## config.mk

```make
export PLATFORM = sky130hd
export DESIGN_NAME = pipeline_hazard_ctrl_flat
export DESIGN_NICKNAME = d
export VERILOG_FILES = /design/src/rtl/rv32i_pkg.sv /design/src/rtl/pipeline_hazard_ctrl_if.sv /design/src/rtl/pipeline_hazard_ctrl_load_use.sv /design/src/rtl/pipeline_hazard_ctrl.sv /design/src/flat_wrapper.sv
export SDC_FILE = /design/constraint.sdc
export NUM_CORES = 1
export LEC_CHECK = 0
export CAP_MARGIN = 20
export CORE_ASPECT_RATIO = 0.5
export CORE_MARGIN = 8
export CORE_UTILIZATION = 30
export DETAILED_ROUTE_END_ITERATION = 6
export PLACE_DENSITY_LB_ADDON = 0.15
export SLEW_MARGIN = 0
export SYNTH_ARGS = -nofsm -noshare
export SYNTH_HDL_FRONTEND = slang
export SYNTH_HIERARCHICAL = 1
export SYNTH_SLANG_ARGS = --single-unit
```

## constraint.sdc

```tcl
create_clock -name clk -period 2.8 [get_ports clk]
set_input_delay 0.28 -clock clk [delete_from_list [all_inputs] [get_ports clk]]
set_output_delay 0.28 -clock clk [all_outputs]
set_load 0.02 [all_outputs]
```

## src/rtl/rv32i_pkg.sv

```systemverilog
// Shared RV32I definitions: opcodes, register index width and the
// hazard controller's state encoding.
package rv32i_pkg;

  localparam int REG_IDX_W = 5;

  localparam logic [6:0] OP_R     = 7'b0110011;
  localparam logic [6:0] OP_I     = 7'b0010011;
  localparam logic [6:0] OP_LOAD  = 7'b0000011;
  localparam logic [6:0] OP_S     = 7'b0100011;
  localparam logic [6:0] OP_B     = 7'b1100011;
  localparam logic [6:0] OP_LUI   = 7'b0110111;
  localparam logic [6:0] OP_AUIPC = 7'b0010111;
  localparam logic [6:0] OP_JAL   = 7'b1101111;
  localparam logic [6:0] OP_JALR  = 7'b1100111;

  typedef enum logic {
    ST_RUN      = 1'b0,
    ST_MEM_WAIT = 1'b1
  } hz_state_t;

endpackage

```

## src/rtl/pipeline_hazard_ctrl_if.sv

```systemverilog
// Pipeline-to-hazard-controller signal bundle; slave is the controller,
// master is the pipeline datapath that feeds it.
interface pipeline_hazard_ctrl_if #(parameter int XLEN = 32);
  import rv32i_pkg::*;

  logic [REG_IDX_W-1:0] id_rs1;
  logic [REG_IDX_W-1:0] id_rs2;
  logic                 id_use_rs1;
  logic                 id_use_rs2;
  logic [REG_IDX_W-1:0] ex_rd;
  logic                 ex_mem_rd;
  logic                 id_branch_taken;
  logic                 id_jump;
  logic                 mem_req;
  logic                 mem_ready;
  logic                 pc_en;
  logic                 if_id_en;
  logic                 if_id_flush;
  logic                 id_ex_en;
  logic                 id_ex_flush;
  logic                 ex_mem_en;
  logic                 mem_wb_bubble;
  logic                 pc_redirect;
  logic                 mem_err;
  logic [XLEN-1:0]      stall_count;

  modport master (
    output id_rs1, id_rs2, id_use_rs1, id_use_rs2, ex_rd, ex_mem_rd,
           id_branch_taken, id_jump, mem_req, mem_ready,
    input  pc_en, if_id_en, if_id_flush, id_ex_en, id_ex_flush, ex_mem_en,
           mem_wb_bubble, pc_redirect, mem_err, stall_count
  );

  modport slave (
    input  id_rs1, id_rs2, id_use_rs1, id_use_rs2, ex_rd, ex_mem_rd,
           id_branch_taken, id_jump, mem_req, mem_ready,
    output pc_en, if_id_en, if_id_flush, id_ex_en, id_ex_flush, ex_mem_en,
           mem_wb_bubble, pc_redirect, mem_err, stall_count
  );

endinterface

```

## src/rtl/pipeline_hazard_ctrl_load_use.sv

```systemverilog
// Combinational load-use detector: a load in EX writing a register that
// the ID instruction reads (x0 never creates a hazard).
module load_use_detect
  import rv32i_pkg::*;
(
  input  logic [REG_IDX_W-1:0] i_id_rs1,
  input  logic [REG_IDX_W-1:0] i_id_rs2,
  input  logic                 i_id_use_rs1,
  input  logic                 i_id_use_rs2,
  input  logic [REG_IDX_W-1:0] i_ex_rd,
  input  logic                 i_ex_mem_rd,
  output logic                 o_lu
);

  logic w_hit_rs1;
  logic w_hit_rs2;

  assign w_hit_rs1 = i_id_use_rs1 & (i_id_rs1 == i_ex_rd);
  assign w_hit_rs2 = i_id_use_rs2 & (i_id_rs2 == i_ex_rd);
  assign o_lu      = i_ex_mem_rd & (i_ex_rd != {REG_IDX_W{1'b0}}) & (w_hit_rs1 | w_hit_rs2);

endmodule

```

## src/rtl/pipeline_hazard_ctrl.sv

```systemverilog
// Stall/flush sequencer for the 5-stage pipeline: memory freeze with
// timeout supervision, load-use bubble, and branch/jump squash.
module pipeline_hazard_ctrl
  import rv32i_pkg::*;
#(
  parameter int XLEN    = 32,
  parameter int TIMEOUT = 16
) (
  input logic                   clk,
  input logic                   rst,
  pipeline_hazard_ctrl_if.slave bus
);

  localparam logic [4:0] LP_WCNT_LAST = 5'(TIMEOUT - 1);

  hz_state_t       r_state;
  hz_state_t       w_state_nxt;
  logic [4:0]      r_wcnt;
  logic [4:0]      w_wcnt_nxt;
  logic            r_mem_err;
  logic [XLEN-1:0] r_stall_count;

  logic w_lu;
  logic w_timeout;
  logic w_mem_stall;
  logic w_forced;
  logic w_pc_en;
  logic w_if_id_en;
  logic w_if_id_flush;
  logic w_id_ex_en;
  logic w_id_ex_flush;
  logic w_ex_mem_en;
  logic w_mem_wb_bubble;
  logic w_pc_redirect;

  load_use_detect u_lu (
    .i_id_rs1     (bus.id_rs1),
    .i_id_rs2     (bus.id_rs2),
    .i_id_use_rs1 (bus.id_use_rs1),
    .i_id_use_rs2 (bus.id_use_rs2),
    .i_ex_rd      (bus.ex_rd),
    .i_ex_mem_rd  (bus.ex_mem_rd),
    .o_lu         (w_lu)
  );

  assign w_timeout   = (r_state == ST_MEM_WAIT) & (r_wcnt == LP_WCNT_LAST);
  assign w_mem_stall = bus.mem_req & ~bus.mem_ready & ~w_timeout;
  // Forced release: the access is still outstanding but the wait budget is spent.
  assign w_forced    = w_timeout & bus.mem_req & ~bus.mem_ready;

  // Priority mux for the stage enables, flushes and redirect.
  always_comb begin
    w_pc_en         = 1'b1;
    w_if_id_en      = 1'b1;
    w_if_id_flush   = 1'b0;
    w_id_ex_en      = 1'b1;
    w_id_ex_flush   = 1'b0;
    w_ex_mem_en     = 1'b1;
    w_mem_wb_bubble = 1'b0;
    w_pc_redirect   = 1'b0;
    if (rst) begin
      w_pc_en         = 1'b0;
      w_if_id_en      = 1'b0;
      w_if_id_flush   = 1'b1;
      w_id_ex_en      = 1'b0;
      w_id_ex_flush   = 1'b1;
      w_ex_mem_en     = 1'b0;
      w_mem_wb_bubble = 1'b1;
    end else if (w_mem_stall) begin
      w_pc_en         = 1'b0;
      w_if_id_en      = 1'b0;
      w_id_ex_en      = 1'b0;
      w_ex_mem_en     = 1'b0;
      w_mem_wb_bubble = 1'b1;
    end else if (w_lu) begin
      w_pc_en         = 1'b0;
      w_if_id_en      = 1'b0;
      w_id_ex_flush   = 1'b1;
      w_mem_wb_bubble = w_forced;
    end else if (bus.id_branch_taken | bus.id_jump) begin
      w_pc_redirect   = 1'b1;
      w_if_id_flush   = 1'b1;
      w_mem_wb_bubble = w_forced;
    end else begin
      w_mem_wb_bubble = w_forced;
    end
  end

  // FSM next state and wait counter.
  always_comb begin
    w_state_nxt = r_state;
    w_wcnt_nxt  = r_wcnt;
    case (r_state)
      ST_RUN: begin
        w_wcnt_nxt = 5'd0;
        if (w_mem_stall) begin
          w_state_nxt = ST_MEM_WAIT;
        end else begin
          w_state_nxt = ST_RUN;
        end
      end
      ST_MEM_WAIT: begin
        if (w_mem_stall) begin
          w_state_nxt = ST_MEM_WAIT;
          w_wcnt_nxt  = r_wcnt + 5'd1;
        end else begin
          w_state_nxt = ST_RUN;
          w_wcnt_nxt  = 5'd0;
        end
      end
      default: begin
        w_state_nxt = ST_RUN;
        w_wcnt_nxt  = 5'd0;
      end
    endcase
  end

  // State, sticky error and saturating stall counter.
  always_ff @(posedge clk or posedge rst) begin
    if (rst) begin
      r_state       <= ST_RUN;
      r_wcnt        <= 5'd0;
      r_mem_err     <= 1'b0;
      r_stall_count <= {XLEN{1'b0}};
    end else begin
      r_state <= w_state_nxt;
      r_wcnt  <= w_wcnt_nxt;
      if (w_forced) begin
        r_mem_err <= 1'b1;
      end
      if (!w_pc_en && (r_stall_count != {XLEN{1'b1}})) begin
        r_stall_count <= r_stall_count + {{(XLEN-1){1'b0}}, 1'b1};
      end
    end
  end

  assign bus.pc_en         = w_pc_en;
  assign bus.if_id_en      = w_if_id_en;
  assign bus.if_id_flush   = w_if_id_flush;
  assign bus.id_ex_en      = w_id_ex_en;
  assign bus.id_ex_flush   = w_id_ex_flush;
  assign bus.ex_mem_en     = w_ex_mem_en;
  assign bus.mem_wb_bubble = w_mem_wb_bubble;
  assign bus.pc_redirect   = w_pc_redirect;
  assign bus.mem_err       = r_mem_err;
  assign bus.stall_count   = r_stall_count;

endmodule

```

## src/flat_wrapper.sv

```systemverilog
// flat-port wrapper written by rule: the top's interface ports become plain ports
module pipeline_hazard_ctrl_flat import rv32i_pkg::*;
#(
  parameter int XLEN    = 32,
  parameter int TIMEOUT = 16
)
  (clk, rst, bus_id_rs1, bus_id_rs2, bus_id_use_rs1, bus_id_use_rs2, bus_ex_rd, bus_ex_mem_rd, bus_id_branch_taken, bus_id_jump, bus_mem_req, bus_mem_ready, bus_pc_en, bus_if_id_en, bus_if_id_flush, bus_id_ex_en, bus_id_ex_flush, bus_ex_mem_en, bus_mem_wb_bubble, bus_pc_redirect, bus_mem_err, bus_stall_count);
  pipeline_hazard_ctrl_if #(.XLEN(XLEN)) bus_i ();
  input logic clk;
  input logic rst;
  input wire logic [$bits(bus_i.id_rs1)-1:0] bus_id_rs1;
  input wire logic [$bits(bus_i.id_rs2)-1:0] bus_id_rs2;
  input wire logic [$bits(bus_i.id_use_rs1)-1:0] bus_id_use_rs1;
  input wire logic [$bits(bus_i.id_use_rs2)-1:0] bus_id_use_rs2;
  input wire logic [$bits(bus_i.ex_rd)-1:0] bus_ex_rd;
  input wire logic [$bits(bus_i.ex_mem_rd)-1:0] bus_ex_mem_rd;
  input wire logic [$bits(bus_i.id_branch_taken)-1:0] bus_id_branch_taken;
  input wire logic [$bits(bus_i.id_jump)-1:0] bus_id_jump;
  input wire logic [$bits(bus_i.mem_req)-1:0] bus_mem_req;
  input wire logic [$bits(bus_i.mem_ready)-1:0] bus_mem_ready;
  output wire logic [$bits(bus_i.pc_en)-1:0] bus_pc_en;
  output wire logic [$bits(bus_i.if_id_en)-1:0] bus_if_id_en;
  output wire logic [$bits(bus_i.if_id_flush)-1:0] bus_if_id_flush;
  output wire logic [$bits(bus_i.id_ex_en)-1:0] bus_id_ex_en;
  output wire logic [$bits(bus_i.id_ex_flush)-1:0] bus_id_ex_flush;
  output wire logic [$bits(bus_i.ex_mem_en)-1:0] bus_ex_mem_en;
  output wire logic [$bits(bus_i.mem_wb_bubble)-1:0] bus_mem_wb_bubble;
  output wire logic [$bits(bus_i.pc_redirect)-1:0] bus_pc_redirect;
  output wire logic [$bits(bus_i.mem_err)-1:0] bus_mem_err;
  output wire logic [$bits(bus_i.stall_count)-1:0] bus_stall_count;
  assign bus_i.id_rs1 = bus_id_rs1;
  assign bus_i.id_rs2 = bus_id_rs2;
  assign bus_i.id_use_rs1 = bus_id_use_rs1;
  assign bus_i.id_use_rs2 = bus_id_use_rs2;
  assign bus_i.ex_rd = bus_ex_rd;
  assign bus_i.ex_mem_rd = bus_ex_mem_rd;
  assign bus_i.id_branch_taken = bus_id_branch_taken;
  assign bus_i.id_jump = bus_id_jump;
  assign bus_i.mem_req = bus_mem_req;
  assign bus_i.mem_ready = bus_mem_ready;
  assign bus_pc_en = bus_i.pc_en;
  assign bus_if_id_en = bus_i.if_id_en;
  assign bus_if_id_flush = bus_i.if_id_flush;
  assign bus_id_ex_en = bus_i.id_ex_en;
  assign bus_id_ex_flush = bus_i.id_ex_flush;
  assign bus_ex_mem_en = bus_i.ex_mem_en;
  assign bus_mem_wb_bubble = bus_i.mem_wb_bubble;
  assign bus_pc_redirect = bus_i.pc_redirect;
  assign bus_mem_err = bus_i.mem_err;
  assign bus_stall_count = bus_i.stall_count;
  pipeline_hazard_ctrl #(.XLEN(XLEN), .TIMEOUT(TIMEOUT)) u_core (.clk(clk), .rst(rst), .bus(bus_i));
endmodule
```

==> results of run 1 <==
[through the flow]
stage               instances  setup slack [ns]  total power, mW
floorplan                 199             0.574            0.936
global placement          356            0.0213             1.16
detailed placement        356           -0.0525             1.17
CTS                       363            0.0355             1.73
global route              363            0.0770             1.79
finish                    363             0.287             1.70
[synth_stat cells (4+ instances only)]
library cell,number
nand3_1,11
dfrtp_1,39
nor2_1,16
nor3_1,6
nand2_1,17
o21ai_0,4
and3_1,7
inv_1,7
a21oi_1,4
nand4_1,13
xor2_1,20
xnor2_1,19
[registers in the layout, indices dropped and copies added, names as in the netlist]
register	cells
u_core/bus.stall_count	32
u_core/r_wcnt	5
u_core/bus.mem_err	1
u_core/r_state	1
[worst paths after layout]
check | to | slack, ns | cells past startpoint
max | u_core/bus.stall_count[31] | 0.29 | 11
min | u_core/r_wcnt[0] | 0.48 | 1
max reg2reg | u_core/bus.stall_count[31] | 0.43 | 10
min reg2reg | u_core/r_wcnt[0] | 0.48 | 1
max in group asynchronous | u_core/bus.stall_count[28] | 1.84 | 3
min in group asynchronous | u_core/bus.mem_err | 0.62 | 3
[power groups by stage]
stage / Sequential (mW) / Combinational (mW) / Clock (mW)
floorplan: 0.786 / 0.151 / 0
global placement: 0.721 / 0.439 / 0
detailed placement: 0.723 / 0.445 / 0
CTS: 0.715 / 0.443 / 0.569
global route: 0.728 / 0.468 / 0.597
finish: 0.713 / 0.435 / 0.552
[repair_timing]
| action | in CTS | in global routing |
|---|---|---|
| endpoints found under the setup margin | 2 | 6 |
| hold endpoints to repair | 0 | 0 |
| cloned | 0 | 0 |
| gates resized for setup | 2 | 6 |
[final cells by class]
type	instances	area, µm²
flip-flops and latches	39	976
well taps	92	115
repair buffers	70	691
multi-input cells	148	1010
inverters	7	26.3
clock inverters	1	5.00
fillers	643	3660
clock buffers	6	139
[cell families (layout without fill, tap and decap cells)]
group	Yosys count	count (layout)	synth area share
DFF	39	39	0.480
AOI/OAI and AO/OA	16	16	0.0505
muxes	2	2	0.0105
xor gates and xnor gates	39	39	0.168
and+or+nand+nor	88	88	0.246
adders and majority gates	3	3	0.0185
buffers and inverters	12	84	0.0271
[per-layer routing]
metal,up-vias,track usage
li1,838,-
met1,782,0.135
met2,36,0.177
met3,4,0.0384
met4,0,0.0374
met5,-,0
==> summary.txt, run 1 <==
outcome: complete, no violations
max incr delay on CP: 0.46 ns
Die ar.: 9830 µm²
post-synthesis cell area: 2030 µm²
Synthesis Warnings: 6
# DRC: 0
Tightest Hold Check Type: reg2reg
CP arrival: 2.71 ns
first-pass GRT wire length: 8680 µm
CTS tree: done
Power Dens Cells: 574 nW/µm²
most frequent cells in the layout: 59 x clkdlybuf4s50_1, 39 x dfrtp_1, 20 x xor2_1, 19 x xnor2_1, 17 x nand2_1
Placed Area: 2810 µm²
FF-to-FF Start: u_core/r_wcnt[0]
Post-Synthesis Cells: 199
largest net degree at the start of global routing: 40
Logic pwr share: 0.256
clock latency on the worst-skew pair: 0.28 ns
Post-DP HPWL: 3880 µm
fmax: 398 MHz
root buf cell: clkbuf_16
Setup TNS: 0 ns
Slew Limit Fails: 0
type of origin of the critical path: input port
Seq/Total Area, Yosys: 0.480
chip height: 74.2 µm
fin util: 0.448
Post-Layout Inst Area: 2960 µm²
Primary FF master, synth: dfrtp_1
Routed Wire Length: 5060 µm
ys async rst share: 1.00
fin crit share: 0.897
vias in the first global route: 1,797
Worst setup startpoint: bus_ex_rd[2]
Worst Tran Pin Value: 0.498 ns
synth unique cells: 37
clock power share: 0.325
Largest delay share family, worst path: compound AO/OA/AOI/OAI gates
CTS sink count: 39
IO buf count: 64
Seq pwr share: 0.420
GP Congestion: 0.807
Worst path most repeated cell: xor2_1
Critical Path Fanout Max: 7
P_int: 1.20 mW
met2 WL: 2270 µm
Peak VDD IR: 224 µV
RSZ-0062 raised after global routing: no
required time worst endpoint: 3.00 ns
# rows: 21
Synth top area share: 0.480
via-per-instance ratio: 4.57
routed len/inst: 13.9 µm
skew final: 0.00527 ns
top cells by area, synth: dfrtp_1 48%, xor2_1 8.6%, xnor2_1 8.2%
final setup vio count: 0
final hold violations: 0
Initial DRC Count: 53
core box area: 6620 µm²
max-cap viol count: 0
clock slew at reported path FFs: 0.05 ns
net switching power figure: 0.499 mW
total CTS buffers: 5
Crit. End Element: flip-flop
Syn Nets: 226
CP Class: in2reg
Critical-path top delay cell: clkdlybuf4s50_1
Post-synth EDFFs: 0
#FFs+latches synth: 39
most common cell after layout, fill and taps aside: clkdlybuf4s50_1
die width: 132 µm
first-pass detailed-route iteration total: 4
final hold slack: 0.475 ns
crit-path cells: clkdlybuf4s50_1, xor2_1, nor4_1, nand3_1, a21oi_1, a211o_1, inv_1, buf_4, a2111o_1, nor3_2, xor2_1
Avg Synthesized Cell Area: 10.2 µm²
DR WL met3: 298 µm
routed via count: 1,660
number of I/O pins: 65
clock buffer depth: 2
Total Routing Usage GR: 0.109
H-tree levels: 2
Antenna Cells: 0
post-CTS setup buffers: 0
wl on met1: 2440 µm
Hold Startpoint: u_core/r_wcnt[0]
sw frac: 0.293
fraction of layout cells with a size suffix above 1: 0.0738
largest area contributor in the netlist: dfrtp_1
Top Layer Used: met4
Area Growth Syn to Fin: 45.8%
fin crit period: 2.51 ns
WP buf/inv: 3
Net count, final: 298
Final ANT Viol Nets: 0
initial antenna violation count: 0
Starting Density: 0.307
leakage: 1.22 nW
max_slew headroom: 0.668
CTS Hold Bufs: 0
remaining global-route overflow: 0
(Power assumes the default switching activity.)
==> run 2, diff against run 1 <==
--- a/config.mk
+++ b/config.mk
@@ -11,6 +11,7 @@
 export CORE_UTILIZATION = 30
 export DETAILED_ROUTE_END_ITERATION = 6
 export PLACE_DENSITY_LB_ADDON = 0.15
+export REMOVE_ABC_BUFFERS = 1
 export SLEW_MARGIN = 0
 export SYNTH_ARGS = -nofsm -noshare
 export SYNTH_HDL_FRONTEND = slang
==> run 2 against run 1 <==
  * Sequential power hardly changed
  * Global-route usage hardly changed
  * Clock power is 20% higher
  * Routed wire length is 6.1% higher
  * Clock-buffer cell count stayed put
  * Register-to-register slack hardly changed
  * Critical path type unchanged
==> summary.txt, run 2 (synthesis gave the netlist of run 1 again) <==
fmax: 394 MHz
post-CTS sizing: 2
Largest delay share family, worst path: buffers and inverters
Power Dens Cells: 607 nW/µm²
max reg flops: 32
clock slew at reported path FFs: 0.06 ns
chip height: 74.2 µm
Area Growth Syn to Fin: 47.3%
M3 GR Usage: 0.0330
remaining global-route overflow: 0
CTS sink count: 39
met2 usage: 0.173
Logic pwr share: 0.243
max_slew headroom: 0.677
final hold slack: 0.268 ns
Initial DRC Count: 48
max-cap viol count: 0
skew final: 0.00307 ns
leakage: 1.24 nW
Peak VDD IR: 246 µV
WP buf/inv: 4
Critical-path top delay cell: clkdlybuf4s50_1
Final ANT Viol Nets: 0
first-pass detailed-route iteration total: 4
CTS tree: done
number of I/O pins: 65
GR Layer Usage met1: 0.138
Starting Density: 0.307
# rows: 21
outcome: complete, no violations
post-CTS setup buffers: 0
Seq pwr share: 0.392
gr busiest metal: met2
fin crit share: 0.907
vias in the first global route: 1,755
max incr delay on CP: 0.47 ns
clock power share: 0.364
total CTS buffers: 5
CTS Hold Bufs: 0
routed via count: 1,745
Final Power: 1.82 mW
routed len/inst: 14.7 µm
# DRC: 0
first-pass GRT wire length: 8600 µm
Crit. End Element: flip-flop
via-per-instance ratio: 4.78
Post-DP HPWL: 4000 µm
Placed Area: 2810 µm²
initial antenna violation count: 0
Setup TNS: 0 ns
required time worst endpoint: 2.96 ns
core box area: 6620 µm²
GP Congestion: 0.830
Worst Tran Pin Value: 0.485 ns
final hold violations: 0
Slew Limit Fails: 0
most common cell after layout, fill and taps aside: clkdlybuf4s50_1
Antenna Cells: 0
clock buffer depth: 2
H-tree levels: 2
fin util: 0.452
type of origin of the critical path: input port
CP arrival: 2.70 ns
Critical Path Fanout Max: 7
final setup vio count: 0
Tightest Hold Check Type: in2async
Routed Wire Length: 5370 µm
Net count, final: 299
largest net degree at the start of global routing: 39
fraction of layout cells with a size suffix above 1: 0.0769
Post-Layout Inst Area: 3000 µm²
most frequent cells in the layout: 59 x clkdlybuf4s50_1, 39 x dfrtp_1, 20 x xor2_1, 19 x xnor2_1, 17 x nand2_1
clock latency on the worst-skew pair: 0.28 ns
root buf cell: clkbuf_16
Worst path most repeated cell: buf_4
Die ar.: 9830 µm²
RSZ-0062 raised after global routing: no
CP Class: in2reg
crit-path cells: clkdlybuf4s50_1, xor2_1, nor4_2, nand3_1, a21oi_1, a211o_1, inv_1, buf_4, nor4b_4, buf_4, nand4_1, xnor2_1
sw frac: 0.286
fin crit period: 2.54 ns
net switching power figure: 0.520 mW
Total Routing Usage GR: 0.109
P_int: 1.30 mW
die width: 132 µm
IO buf count: 64
## run 2: cell types whose count changed in the layout (fill, tap and decap cells not counted), sizes merged
| cell | delta |
|---|---|
| bufinv | +1 |
| buf | +1 |
## run 2: metal layers
layer | part of all wire | wire length [µm] | vias to the layer above
li1 | - | - | 839
met1 | 0.48 | 2600 | 843
met2 | 0.44 | 2340 | 56
met3 | 0.064 | 343 | 7
met4 | 0.015 | 82 | 0
met5 | 0 | 0 | -
## run 2: final cells by class
class | instances | area, µm²
fillers | 640 | 3630
multi-input cells | 148 | 1010
flip-flops and latches | 39 | 976
repair buffers | 71 | 698
clock buffers | 6 | 139
well taps | 92 | 115
clock inverters | 2 | 35.0
inverters | 7 | 26.3
## run 2: power groups by stage
stage	clock (mW)	combinational, mW	sequential [mW]
3_3_place_gp	0	0.439	0.720
5_1_grt	0.697	0.471	0.725
2_1_floorplan	0	0.147	0.786
6_report	0.662	0.442	0.713
4_1_cts	0.679	0.447	0.714
3_5_place_dp	0	0.445	0.723
## run 2: path summary, 6_finish.rpt
path,start,end,slack [ns],depth (start not counted)
worst max-delay path,bus_ex_rd[3],u_core/bus.stall_count[30],0.26,12
worst min-delay path,rst,u_core/bus.mem_err,0.27,2
worst max register to register,u_core/r_wcnt[0],u_core/bus.stall_count[30],0.42,11
worst min register to register,u_core/r_wcnt[0],u_core/r_wcnt[0],0.46,1
max in group asynchronous,rst,u_core/bus.stall_count[25],1.84,3
min in group clk,u_core/r_wcnt[0],u_core/r_wcnt[0],0.46,1
## run 2: stage by stage
| step | std cells | setup WS (ns) |
|---|---|---|
| final | 365 | 0.259 |
| after global routing | 365 | 0.111 |
| after CTS | 365 | 0.0438 |
| after detailed placement | 357 | -0.00196 |
| after global placement | 357 | 0.00430 |
| after floorplan | 194 | 0.267 |
